`src/rtl/pwm_multi.sv`:
```
// pwm_multi -- multi-channel PWM generator with a shared period counter.
//
// A single counter runs 0..per_a and wraps. Each of CH channels compares
// the counter, shifted by its phase offset, against its duty and drives
// one output pin. Period and per-channel settings are written into shadow
// registers. They are copied into the active set only at a period wrap,
// or on every edge while the block is disabled. A running waveform
// therefore never sees a half-applied configuration.
//
// Ports:
//   clk        clock, rising edge
//   rstn       asynchronous active-low reset
//   en         counter run enable (0 holds counter at 0, outputs inactive)
//   period     counter terminal value, sampled into shadow every cycle
//   cfg_we     channel configuration write strobe
//   cfg_ch     channel index for the write (index >= CH is ignored)
//   cfg_duty   high-time in cycles
//   cfg_phase  start offset in cycles
//   cfg_pol    1 = inverted output
//   out        registered PWM outputs, one per channel
//   sync       registered one-cycle pulse on every period wrap
module pwm_multi #(
    parameter int CH  = 4,
    parameter int CW  = 16,
    localparam int CHW = (CH > 1) ? $clog2(CH) : 1
) (
    input  logic           clk,
    input  logic           rstn,
    input  logic           en,
    input  logic [CW-1:0]  period,
    input  logic           cfg_we,
    input  logic [CHW-1:0] cfg_ch,
    input  logic [CW-1:0]  cfg_duty,
    input  logic [CW-1:0]  cfg_phase,
    input  logic           cfg_pol,
    output logic [CH-1:0]  out,
    output logic           sync
);

    logic [CW-1:0] r_cnt;
    logic [CW-1:0] r_per_a;
    logic [CW-1:0] r_per_s;
    logic [CH-1:0] r_out;
    logic          r_sync;

    logic          w_wrap;
    logic          w_commit;
    logic [CH-1:0] w_out_next;

    // Wrap only matters while running; a disabled block commits every edge
    // so that the first enabled cycle already uses the latest settings.
    assign w_wrap   = (r_cnt == r_per_a);
    assign w_commit = ~en | w_wrap;

    always_ff @(posedge clk or negedge rstn) begin
        if (!rstn) begin
            r_cnt   <= '0;
            r_per_a <= '0;
            r_per_s <= '0;
            r_out   <= '0;
            r_sync  <= 1'b0;
        end else begin
            if (!en || w_wrap) begin
                r_cnt <= '0;
            end else begin
                r_cnt <= r_cnt + 1'b1;
            end
            if (w_commit) begin
                r_per_a <= r_per_s;
            end
            r_per_s <= period;
            r_out   <= w_out_next;
            r_sync  <= en & w_wrap;
        end
    end

    for (genvar gi = 0; gi < CH; gi++) begin : g_ch
        logic [CW-1:0] r_duty_a;
        logic [CW-1:0] r_phase_a;
        logic          r_pol_a;
        logic [CW-1:0] r_duty_s;
        logic [CW-1:0] r_phase_s;
        logic          r_pol_s;

        logic          w_sel;
        logic [CW:0]   w_cnt_x;
        logic [CW:0]   w_per_x;
        logic [CW:0]   w_ph_x;
        logic [CW:0]   w_rel;
        logic          w_hi;

        // An out-of-range index matches no channel, so it changes nothing.
        assign w_sel = cfg_we & (cfg_ch == CHW'(gi));

        always_ff @(posedge clk or negedge rstn) begin
            if (!rstn) begin
                r_duty_a  <= '0;
                r_phase_a <= '0;
                r_pol_a   <= 1'b0;
                r_duty_s  <= '0;
                r_phase_s <= '0;
                r_pol_s   <= 1'b0;
            end else begin
                // Commit takes the shadow as it was before this edge; a
                // write in the same cycle waits for the following commit.
                if (w_commit) begin
                    r_duty_a  <= r_duty_s;
                    r_phase_a <= r_phase_s;
                    r_pol_a   <= r_pol_s;
                end
                if (w_sel) begin
                    r_duty_s  <= cfg_duty;
                    r_phase_s <= cfg_phase;
                    r_pol_s   <= cfg_pol;
                end
            end
        end

        // Position inside the phase-shifted period, one extra bit so that
        // cnt + per + 1 cannot overflow before the subtraction.
        assign w_cnt_x = {1'b0, r_cnt};
        assign w_per_x = {1'b0, r_per_a};
        assign w_ph_x  = {1'b0, r_phase_a};
        assign w_rel   = (r_cnt >= r_phase_a) ? (w_cnt_x - w_ph_x)
                                              : (w_cnt_x + w_per_x + (CW+1)'(1) - w_ph_x);

        // duty 0 and duty > period fall out of the compare naturally; a
        // phase beyond the period is meaningless and parks the pin inactive.
        assign w_hi = (r_phase_a <= r_per_a) && (w_rel < {1'b0, r_duty_a});

        assign w_out_next[gi] = en ? (w_hi ^ r_pol_a) : r_pol_a;
    end

    assign out  = r_out;
    assign sync = r_sync;

endmodule

```
`config.mk`:
```
export PLATFORM = sky130hd
export DESIGN_NAME = pwm_multi
export DESIGN_NICKNAME = d
export VERILOG_FILES = /design/src/rtl/pwm_multi.sv
export SDC_FILE = /design/constraint.sdc
export NUM_CORES = 1
export LEC_CHECK = 0
export ABC_CLOCK_PERIOD_IN_PS = 8500
export CORE_MARGIN = 2
export CORE_UTILIZATION = 35
export CTS_CLUSTER_SIZE = 30
export DETAILED_ROUTE_END_ITERATION = 12
export PLACE_DENSITY = 0.55
export SLEW_MARGIN = 5
export SYNTH_ARGS = -nofsm -noshare
export SYNTH_HDL_FRONTEND = slang
export SYNTH_SLANG_ARGS = --single-unit
```
`constraint.sdc`:
```
create_clock -name clk -period 8.5 [get_ports clk]
set_input_delay 1.7 -clock clk [delete_from_list [all_inputs] [get_ports clk]]
set_output_delay 1.7 -clock clk [all_outputs]
set_load 0.005 [all_outputs]
```
---- Word-level counts from Yosys, hierarchy flattened ----
Cells that the tools add are included.
word-level totals
  register bits ........................... 317
  input port bits ......................... 55
cells by class
  reduce and logical (&&, ||, !) cells .... 7
  magnitude comparators ................... 12
  bitwise gates (word level) .............. 11
  mux-type cells .......................... 9
  equal/unequal tests ..................... 4
  add/subtract/negate cells ............... 11
operator list
  cell                                           count
  less-than comparator 17 x 16 -> 1 bit          4
  two-way mux 17 bit                             4
  subtractor 16 x 16 -> 17 bit                   4
  subtractor 17 x 16 -> 17 bit                   4
  greater-or-equal comparator 16 bit             4
  <= comparator 16 bit                           4
  adder 16 x 16 -> 17 bit                        1
  adder 17 x 1 -> 17 bit, second input constant  1
  adder 16 x 1 -> 16 bit, second input constant  1
  == test 16 bit                                 1
  two-way mux 16 bit                             1
  bitwise AND 1 bit                              5
  == test 2 bit, second input constant           2
  logical AND 1 bit                              4
  two-way mux 1 bit                              4
  bitwise XOR 1 bit                              4
  == test 2 x 1 -> 1 bit, second input constant  1
  zero test 2 bit                                1
  zero test 1 bit                                1
  logical OR 1 bit                               1
  NOT 1 bit                                      1
  OR 1 bit                                       1

---- Logic depth before layout (Yosys ltp) ----
Gate-level depths: netlist (run 1).
  word-level depth ........................ 8
  mapped depth ............................ 30
  depth with buffers taken out ............ 30

---- Least setup slack after synthesis (run 1) ----
OpenSTA, ideal clock, no wires.
  path type ............................... flip-flop to flip-flop
  start point ............................. register r_cnt[0]
  end point ............................... register r_out[1] (netlist: out[1])
  path buffers ............................ 0
  data arrival time ....................... 5.160 ns
  path slack .............................. 3.260 ns
  stages on the path, launching flop included .. 30
  path through ............................ dfrtp_1 inv_1 ha_1 inv_1 fa_1 a211oi_1 o21bai_1 a21oi_1 o21bai_1 a21oi_1 xnor2_1 ha_1 nand2_1 nand2_1 a21oi_1 nand2_1 a21o_1 a41oi_1 nor2b_1 xor2_1 a21oi_1 ha_1 nand4_1 nor2_1 nand2_1 or4_1 a211oi_1 a211oi_1 o41ai_2 xnor2_1
between the ends
  word-level cells in the longest chain between the ends .. 8
RTL lines
  element                                    line  source
  start: declaration                         40    logic [CW-1:0] r_cnt;
  start signal: assignment                   66    r_cnt <= r_cnt + 1'b1;
  adder 16 x 16 -> 17 bit                    125   : (w_cnt_x + w_per_x + (CW+1)'(1) - w_ph_x);
  adder 17 x 1 -> 17 bit                     125
  subtractor 17 x 16 -> 17 bit               125
  two-way mux 17 bit (*)                     124   assign w_rel = (r_cnt >= r_phase_a) ? (w_cnt_x - w_ph_x)
  less-than comparator 17 x 16 -> 1 bit (*)  129   assign w_hi = (r_phase_a <= r_per_a) && (w_rel < {1'b0, r_duty_a});
  logical AND 1 bit (*)                      129
  bitwise XOR 1 bit (*)                      131   assign w_out_next[gi] = en ? (w_hi ^ r_pol_a) : r_pol_a;
  two-way mux 1 bit (*)                      131
  via w_out_next[1]                          48    logic [CH-1:0] w_out_next;
  end signal: assignment                     72    r_out <= w_out_next;
  end: declaration                           43    logic [CH-1:0] r_out;
The timed path passes the listed nets; every way through them passes the cells marked *.
A chain may end at the register's enable or synchronous reset.

---- Worst setup path after layout (run 1) ----
  start point ............................. register r_cnt[0]
  end point ............................... register r_out[3] (netlist: out[3])
Same word-level chain as after synthesis.

==> metrics.yaml, run 1 <==
run_status:
  status: "finished clean"
global_routing:
  antenna_found_initial: 4
  track_usage_pct: 23.2
  grt_pass1_vias: 16795
  grt_max_degree: 178
  overflow: 0
  grt_pass1_wl_mm: 109
finish:
  areaGrowthSynthToFinish_pct: 12.1
  fillers: 5995
  diodes: 0
  fin_nets: 2655
  drive_above_1_share_pct: 9.85
  fin_cells: 3127
  final_area_um2: 24000
  fin_util_pct: 39.7
pwr:
  p_leak_nw: 11.1
  powerDensity_nw_per_um2: 246
  irDropWorstVdd_mv: 0.157
placed_design:
  port_buffers: 59
  placed_cell_area_um2: 22900
  dp_slack_ns: 2.27
  dp.final_hpwl_mm: 57.8
  place_congestion: 0.964
  dp.cells: 3068
detailed_routing:
  dr.pass1.iters: 7
  via_count: 17267
  vias_per_cell: 5.52
  wl_per_cell_um: 23.4
  drtAntennaViolNets: 0
  finalWirelength_mm: 73.2
  drc: 0
  drt_iter0_drc: 1425
sta:
  fmax_ghz: 0.156
  rsz0062_at_grt: "no"
  slew_violations: 0
  skew_ns: 0.0168
  setup_violations: 0
  tns_ns: 0
  fin_crit_sh_pct: 75.2
  slew_headroom_pct: 27.1
  timing.final.ws_setup_ns: 2.11
  hold_violations: 0
  max_slew.worst_pin.slew_ns: 1.08
  layout_min_cycle_time_ns: 6.39
floorplanning:
  std_cell_rows: 90
  ios: 60
  start_util_pct: 35.4
  die_w_um: 251
  die_area_um2: 63200
  core_area_um2: 60500
  die_y_um: 251
clock_network:
  tritoncts: "built"
  clockBufferDepth: 3
  clk_pin_slew_ns: 0.07
  post-cts-setup-buffers: 0
  post_cts_resized: 0
  insertion_delay_ns: 0.55
  postCtsHoldBufs: 0
  root_buffer: "clkbuf_16"
  numCtsBuffers: 34
  htreeDepth: 2
  cts.sinks: 317
yosys:
  synth.distinct_cells: 69
  synth_warnings: 0
  ys.flop_type: "dfrtp_1"
  synth_fp_nets: 2602
  synthesis.area_um2: 21400
  synth_enable_flop_cells: 0
  synth.top_cells.by_area: "dfrtp_1 (37%), ha_1 (16%), mux2_2 (7.6%)"
  ys_seq_area_share_pct: 37.0
  synth_top_area_cell: "dfrtp_1"
  yosys.area.top_type_share_pct: 37.0
  synth_area_per_cell_um2: 9.44
  syn-instance-count: 2269
  synthArstFlopShare_pct: 100
  ys_ff_latch: 317
setup_path:
  crit_path_start_kind: "flip-flop"
  required_ns: 8.94
  cp_max_fo: 5
  cp.arrival_ns: 6.83
  crit_type: "flip-flop to flip-flop"
  endpoint_kind: "flip-flop"
min_path:
  hold_class: "flip-flop to flip-flop"
job:
  cap_violations: 0
==> synth_stat cells, drive strengths merged, types with 11 or more instances <==
master / number
nor2b: 30
mux2: 145
nor3: 28
nor2: 99
clkbuf: 49
o211ai: 14
o21a: 26
nand3: 31
a211oi: 18
o21ai: 242
a21o: 66
or3: 17
a21oi: 172
o21bai: 11
nand2: 239
ha: 269
dfrtp: 317
xor2: 46
and3: 16
inv: 175
nand4: 35
nand2b: 25
xnor2: 78
==> kinds of logic after synthesis <==
group	Yosys count	share of synthesized area, %
xor+xnor	124	5.07
mux	152	7.95
compound gates	617	17.4
simple gates	551	11.9
fa+ha+maj	278	16.6
flops	317	37.0
buf+inv	230	4.05
==> layout by cell type, fill, tap and decap left out, drive strengths merged, types with 6 or more instances in the layout <==
cell type	Yosys	final
nand3	31	31
a21o	66	66
nor4	10	10
inv	175	176
clkbuf	49	51
dfrtp	317	317
nor3	28	28
fa	9	9
ha	269	269
or2	6	6
xor2	46	46
a41oi	6	6
nand2	239	239
xnor2	78	78
nand2b	25	25
o211ai	14	14
o21ai	242	242
clkdlybuf4s50	0	58
nor2b	30	30
a21oi	172	172
mux2i	7	7
o21a	26	26
o31ai	8	8
buf	6	14
and3	16	16
o21bai	11	11
nand4	35	35
a31oi	8	8
mux2	145	145
nor2	99	99
a211o	10	10
or3	17	17
a211oi	18	18
==> flip-flops by register name, indices dropped and copies added, names as in the netlist, 4 cells and up <==
signal,cells
g_ch.r_duty_s,64
g_ch.r_duty_a,64
r_per_s,16
g_ch.r_phase_s,64
g_ch.r_pol_s,4
out,4
g_ch.r_pol_a,4
g_ch.r_phase_a,64
r_cnt,16
r_per_a,16
==> where the power goes <==
part / switching, W / internal, W
logic: 0.00151 / 0.00100
clock network: 0.000618 / 0.000871
registers: 0.000153 / 0.00176
==> worst max-delay path, cell delays in order (launching register included) <==
cell and delay (ns):
dfrtp_1 0.42, inv_1 0.19, ha_1 0.21, inv_1 0.06, fa_1 0.42, a211oi_1 0.35, o21bai_1 0.12, a21oi_1 0.25
o21bai_1 0.09, a21oi_1 0.18, xnor2_1 0.38, ha_1 0.44, a21o_1 0.20, a21oi_1 0.21, o21ai_0 0.15, and2_1 0.19
a311oi_1 0.45, xnor2_1 0.18, nor2_1 0.06, a21oi_1 0.17, ha_1 0.27, o21ai_0 0.17, a21oi_1 0.06, o21a_1 0.19
nor4_1 0.20, o21ai_0 0.14, a211oi_2 0.27, xor2_1 0.27
==> final timing paths <==
path	start	endpoint	slack [ns]	cells past startpoint
worst max register to register	r_cnt[0]	out[3]	2.11	27
worst max-delay path	r_cnt[0]	out[3]	2.11	27
worst min-delay path	r_per_s[9]	r_per_a[9]	0.46	2
min in group asynchronous	rstn	g_ch[2].r_duty_a[7]	1.22	1
max in group asynchronous	rstn	g_ch[0].r_phase_s[9]	5.82	2
worst min register to register	r_per_s[9]	r_per_a[9]	0.46	2
==> per-stage QoR <==
step	hold slack (ns)	total power (W)
floorplan	0.426	0.00354
global placement	0.448	0.00436
detailed placement	0.447	0.00441
CTS	0.467	0.00593
global route	0.489	0.00631
finish	0.461	0.00591
==> final cells by class <==
type / instances / area [um2] / share of cell area [%]
Tap cell: 782 / 978 / 4.07
Inverter: 175 / 657 / 2.74
Timing Repair Buffer: 72 / 718 / 2.99
Multi-Input combinational cell: 1722 / 12600 / 52.6
Clock inverter: 8 / 96.3 / 0.401
Clock buffer: 51 / 996 / 4.15
Sequential cell: 317 / 7930 / 33.0
==> routing by layer <==
| layer | global-route usage, % | up-vias | routed length [um] |
|---|---|---|---|
| met2 | 35.9 | 507 | 32000 |
| li1 | - | 8143 | - |
| met5 | 0 | - | 0 |
| met3 | 3.45 | 105 | 4220 |
| met4 | 5.87 | 0 | 1860 |
| met1 | 33.8 | 8512 | 35200 |
(Power assumes the default switching activity.)
==> run 2: changes to the inputs <==
--- a/config.mk
+++ b/config.mk
@@ -5,7 +5,7 @@
 export SDC_FILE = /design/constraint.sdc
 export NUM_CORES = 1
 export LEC_CHECK = 0
-export ABC_CLOCK_PERIOD_IN_PS = 8500
+export ABC_CLOCK_PERIOD_IN_PS = 6300
 export CORE_MARGIN = 2
 export CORE_UTILIZATION = 35
 export CTS_CLUSTER_SIZE = 30
==> constraint.sdc (replaced) <==
create_clock -name clk -period 6.3 [get_ports clk]
set_input_delay 1.26 -clock clk [delete_from_list [all_inputs] [get_ports clk]]
set_output_delay 1.26 -clock clk [all_outputs]
set_load 0.005 [all_outputs]
==> metrics.yaml, run 2 (synthesized netlist as in run 1, its figures left out) <==
pwr:
  finalPower_w: 0.00820  # +39%
  swShare_pct: 38.1  # -0.46 points
  seqPwrFrac_pct: 31.3  # -1.1 points
  powerDensity_nw_per_um2: 336  # +36%
  comb_power_share_pct: 41.5  # -0.9 points
  p_clk_share_pct: 27.2  # +2.0 points
  p_int_w: 0.00508  # +40%
  p_leak_nw: 11.3  # +2.0%
  p_sw_w: 0.00312  # +37%
  irDropWorstVdd_mv: 0.183  # +17%
clock_network:
  cts.sinks: 317  # unchanged
  tritoncts: "built"
  insertion_delay_ns: 0.57  # +0.02 ns
  postCtsHoldBufs: 0  # unchanged
  htreeDepth: 2  # unchanged
  post_cts_resized: 0  # unchanged
  clockBufferDepth: 3  # unchanged
  numCtsBuffers: 37  # +8.8%
  root_buffer: "clkbuf_16"
  clk_pin_slew_ns: 0.06  # about the same
  post-cts-setup-buffers: 0  # unchanged
detailed_routing:
  drt_iter0_drc: 1600  # +12%
  via_count: 17310  # +0.25%
  wl_per_cell_um: 22.7  # -3.1%
  drtAntennaViolNets: 0  # unchanged
  drc: 0  # unchanged
  vias_per_cell: 5.47  # -0.86%
  finalWirelength_mm: 71.8  # -2.0%
  dr.pass1.iters: 7  # unchanged
sta:
  rsz0062_at_grt: "no"
  tns_ns: 0  # unchanged
  hold_violations: 0  # unchanged
  timing.final.ws_setup_ns: 0.424  # -1.68 ns
  setup_violations: 0  # unchanged
  max_slew.worst_pin.slew_ns: 1.38  # +0.290 ns
  slew_headroom_pct: 7.48  # -20 points
  slew_violations: 0  # unchanged
  fmax_ghz: 0.170  # +8.8%
  fin_crit_sh_pct: 93.3  # +18 points
  skew_ns: 0.0354  # +0.0186 ns
  layout_min_cycle_time_ns: 5.88  # -0.515 ns
global_routing:
  grt_pass1_vias: 16997  # +1.2%
  antenna_found_initial: 2  # -2
  grt_pass1_wl_mm: 107  # -1.3%
  grtUsageMet2_pct: 35.3  # -0.55 points
  grt_util_met1_pct: 32.5  # -1.4 points
  track_usage_pct: 22.8  # -0.36 points
  grt_max_degree: 166  # -6.7%
  overflow: 0  # unchanged
  globalRoute.busiestLayer: "met2"
  grtUsageMet3_pct: 4.57  # +1.1 points
floorplanning:
  die_area_um2: 63200  # unchanged
  ios: 60  # unchanged
  std_cell_rows: 90  # unchanged
  die_y_um: 251  # unchanged
  die_w_um: 251  # unchanged
  core_area_um2: 60500  # unchanged
  start_util_pct: 35.4  # unchanged
finish:
  areaGrowthSynthToFinish_pct: 14.1
  fin_cells: 3162  # +1.1%
  fin_nets: 2685  # +1.1%
  layout_commonest_cell: "dfrtp_1"
  drive_above_1_share_pct: 11.5  # +1.7 points
  layout_common_cells: "dfrtp_1 (317), ha_1 (269), o21ai_0 (239)"
  final_area_um2: 24400  # +1.7%
  diodes: 0  # unchanged
placed_design:
  dp.cells: 3095  # +0.88%
  place_congestion: 0.927  # -3.8%
  dp_slack_ns: 0.390  # -1.88 ns
  placed_cell_area_um2: 23100  # +0.94%
  dp.final_hpwl_mm: 57.5  # -0.55%
  port_buffers: 59  # unchanged
setup_path:
  required_ns: 6.79  # -2.15 ns
  endpoint_kind: "flip-flop"
  crit_type: "flip-flop to flip-flop"
  crit_path_start_kind: "flip-flop"
  slowest_stage: "or4_1"
  cpPeakStageDelay_ns: 0.55  # +0.10 ns
  cp_max_fo: 6  # +1
  cp_top_family: "compound AO/OA/AOI/OAI gates"
  cp.arrival_ns: 6.37  # -0.46 ns
  path_buf_inv: 2  # unchanged
  cp_common_cell: "nand2_1"
min_path:
  hold_class: "flip-flop to flip-flop"
run_status:
  status: "finished clean"
job:
  cap_violations: 0  # unchanged
[run 2: tightest hold or removal path: stages (launching register included)]
cell	delay (ns)
dfrtp_1	0.32
nand2_1	0.05
o21ai_0	0.06
[run 2: worst paths after layout]
kind                        startpoint                    to  slack [ns]  cells past startpoint
setup / recovery            r_per_a[0]                out[1]        0.42                     29
hold / removal             r_per_s[11]           r_per_a[11]        0.46                      2
setup reg to reg            r_per_a[0]                out[1]        0.42                     29
hold reg to reg            r_per_s[11]           r_per_a[11]        0.46                      2
max in group asynchronous         rstn  g_ch[1].r_phase_s[8]        4.16                      2
min in group asynchronous         rstn   g_ch[2].r_duty_s[1]        0.70                      1
[run 2: power by group through the flow]
| stage | combinational, W | clock, W | sequential, W |
|---|---|---|---|
| floorplan | 0.00224 | 0 | 0.00253 |
| global placement | 0.00326 | 0 | 0.00260 |
| detailed placement | 0.00333 | 0 | 0.00260 |
| CTS | 0.00336 | 0.00227 | 0.00257 |
| global route | 0.00378 | 0.00236 | 0.00261 |
| finish | 0.00340 | 0.00223 | 0.00257 |
[run 2: metal layers]
layer,vias up,wire length [um]
li1,8230,-
met1,8523,34000
met2,462,31400
met3,93,4490
met4,2,1810
met5,-,13
[run 2: layout make-up]
| type | instances | area [um2] |
|---|---|---|
| clock inverters | 16 | 203 |
| well taps | 782 | 978 |
| clock buffers | 51 | 1070 |
| multi-input cells | 1722 | 12700 |
| flip-flops and latches | 317 | 7930 |
| fillers | 6047 | 36000 |
| repair buffers | 99 | 933 |
| inverters | 175 | 657 |
[run 2: through the flow]
| step | utilization [%] | hold WS [ns] |
|---|---|---|
| final | 40.4 | 0.456 |
| after global routing | 40.4 | 0.480 |
| after CTS | 40.4 | 0.460 |
| after detailed placement | 38.3 | 0.440 |
| after global placement | 38.3 | 0.441 |
| after floorplan | - | 0.426 |
==> run 3: changes to the inputs <==
--- a/config.mk
+++ b/config.mk
@@ -8,6 +8,7 @@
 export ABC_CLOCK_PERIOD_IN_PS = 6300
 export CORE_MARGIN = 2
 export CORE_UTILIZATION = 35
+export CTS_BUF_LIST = sky130_fd_sc_hd__clkbuf_2 sky130_fd_sc_hd__clkbuf_4 sky130_fd_sc_hd__clkbuf_8
 export CTS_CLUSTER_SIZE = 30
 export DETAILED_ROUTE_END_ITERATION = 12
 export PLACE_DENSITY = 0.55
==> constraint.sdc (replaced) <==
create_clock -name clk -period 6.3 [get_ports clk]
set_input_delay 1.26 -clock clk [delete_from_list [all_inputs] [get_ports clk]]
set_output_delay 1.26 -clock clk [all_outputs]
set_load 0.02 [all_outputs]
==> metrics.yaml, run 3 (synthesized netlist as in run 1, its figures left out) <==
job:
  cap_violations: 0  # unchanged
sta:
  rsz0062_at_grt: "no"
  slew_violations: 0  # unchanged
  fin_crit_sh_pct: 92.9  # -0.34 points
  skew_ns: 0.0339  # -0.00150 ns
  setup_violations: 0  # unchanged
  holdWs_ns: 0.459  # +0.00219 ns
  max_slew.worst_pin.slew_ns: 1.31  # -0.0627 ns
  layout_min_cycle_time_ns: 5.85  # -0.0215 ns
  hold_violations: 0  # unchanged
  tns_ns: 0  # unchanged
  fmax_ghz: 0.171  # +0.37%
  slew_headroom_pct: 11.7  # +4.2 points
min_path:
  hold_class: "flip-flop to flip-flop"
  hp-start: "r_per_s[11]"
  hold_depth: 2  # unchanged
setup_path:
  crit_type: "flip-flop to flip-flop"
  cpPeakStageDelay_ns: 0.55  # about the same
  r2r_start: "r_per_a[0]"
  cp.arrival_ns: 6.44  # +0.07 ns
  slowest_stage: "or4_1"
  required_ns: 6.88  # +0.09 ns
  startpoint: "r_per_a[0]"
  r2r_cells: 29  # unchanged
  cp_common_cell: "nand2_1"
  rrSetupSlack_ns: 0.45  # +0.02 ns
  r2r_end: "out[1]"
  worstSetupEndpoint: "out[1]"
  cp_max_fo: 6  # unchanged
  crit_path_start_kind: "flip-flop"
  endpoint_kind: "flip-flop"
clock_network:
  post-cts-setup-buffers: 0  # unchanged
  clk_pin_slew_ns: 0.06  # about the same
  numCtsBuffers: 56  # +51%
  htreeDepth: 2  # unchanged
  root_buffer: "clkbuf_8"
  tritoncts: "built"
  cts.sinks: 317  # unchanged
  clockBufferDepth: 3  # unchanged
  insertion_delay_ns: 0.66  # +0.09 ns
placed_design:
  place_congestion: 0.927  # unchanged
  placed_cell_area_um2: 23100  # unchanged
  port_buffers: 59  # unchanged
  dp.final_hpwl_mm: 57.5  # unchanged
floorplanning:
  core_area_um2: 60500  # unchanged
  die_w_um: 251  # unchanged
  die_y_um: 251  # unchanged
  die_area_um2: 63200  # unchanged
  std_cell_rows: 90  # unchanged
  ios: 60  # unchanged
  start_util_pct: 35.4  # unchanged
run_status:
  status: "finished clean"
global_routing:
  grt_pass1_vias: 17139  # +0.84%
  antenna_found_initial: 2  # unchanged
  overflow: 0  # unchanged
  track_usage_pct: 22.9  # about the same
  grt_max_degree: 166  # unchanged
  grt_pass1_wl_mm: 108  # +0.19%
detailed_routing:
  drtAntennaViolNets: 0  # unchanged
  wl_per_cell_um: 22.5  # -0.91%
  finalWirelength_mm: 72.0  # +0.25%
  dr.pass1.iters: 7  # unchanged
  via_count: 17449  # +0.80%
  drt_iter0_drc: 1383  # -14%
  drc: 0  # unchanged
  vias_per_cell: 5.45  # -0.36%
pwr:
  powerDensity_nw_per_um2: 334  # -0.40%
  irDropWorstVdd_mv: 0.211  # +15%
  p_leak_nw: 11.4  # +0.68%
finish:
  layout_common_cells: "dfrtp_1 (317), ha_1 (269), o21ai_0 (239)"
  areaGrowthSynthToFinish_pct: 14.3
  drive_above_1_share_pct: 13.1  # +1.6 points
  fin_nets: 2704  # +0.71%
  final_area_um2: 24500  # +0.22%
  diodes: 0  # unchanged
  layout_commonest_cell: "dfrtp_1"
## run 3: worst min-delay path by stage
stage	endpoint	slack (ns)
4_1_cts	r_per_a[13]	0.46
2_1_floorplan	r_per_a[0]	0.43
5_1_grt	r_per_a[8]	0.48
6_report	r_per_a[11]	0.46
3_3_place_gp	r_per_a[11]	0.44
3_5_place_dp	r_per_a[13]	0.44
## run 3: metrics by stage
step,setup slack [ns],power (W),util (%),std cells
after floorplan,1.06,0.00479,-,2269
after global placement,0.417,0.00587,38.3,3095
after detailed placement,0.390,0.00595,38.3,3095
after CTS,0.381,0.00820,40.5,3199
after global routing,0.00461,0.00876,40.5,3199
final,0.446,0.00819,40.5,3199
## run 3: what timing repair did
action,4_1_cts,5_1_grt
gates resized for setup,0,5
setup endpoints to repair,0,2
hold buffers,0,0
## run 3: where the power goes
part / total, W / internal [W] / leakage [nW] / switching, W
clock network: 0.00221 / 0.00130 / 0.691 / 0.000902
registers: 0.00257 / 0.00238 / 3.85 / 0.000194
logic: 0.00341 / 0.00137 / 6.88 / 0.00204
## run 3: worst max-delay path, delay by kind of cell, from the launching register on
kind            cells  cell delay (ns)
compound gates     12             2.02
xor+xnor            3             0.54
fa+ha+maj           4             1.33
buf+inv             2             0.18
flops               1             0.44
simple gates        8             1.29
## run 3: per-layer routing
layer  global-route usage (%)  vias up  wire [um]
met5                        0        -         13
met4                     5.88        2       1810
met3                     4.74      103       4650
met2                     35.4      487      31600
met1                     32.4     8596      33900
li1                         -     8261          -
## run 3: layout make-up
class | instances | area [um2]
inverters | 175 | 657
flip-flops and latches | 317 | 7930
clock buffers | 90 | 1130
repair buffers | 99 | 933
well taps | 782 | 978
fillers | 6062 | 36000
multi-input cells | 1722 | 12700
clock inverters | 14 | 200
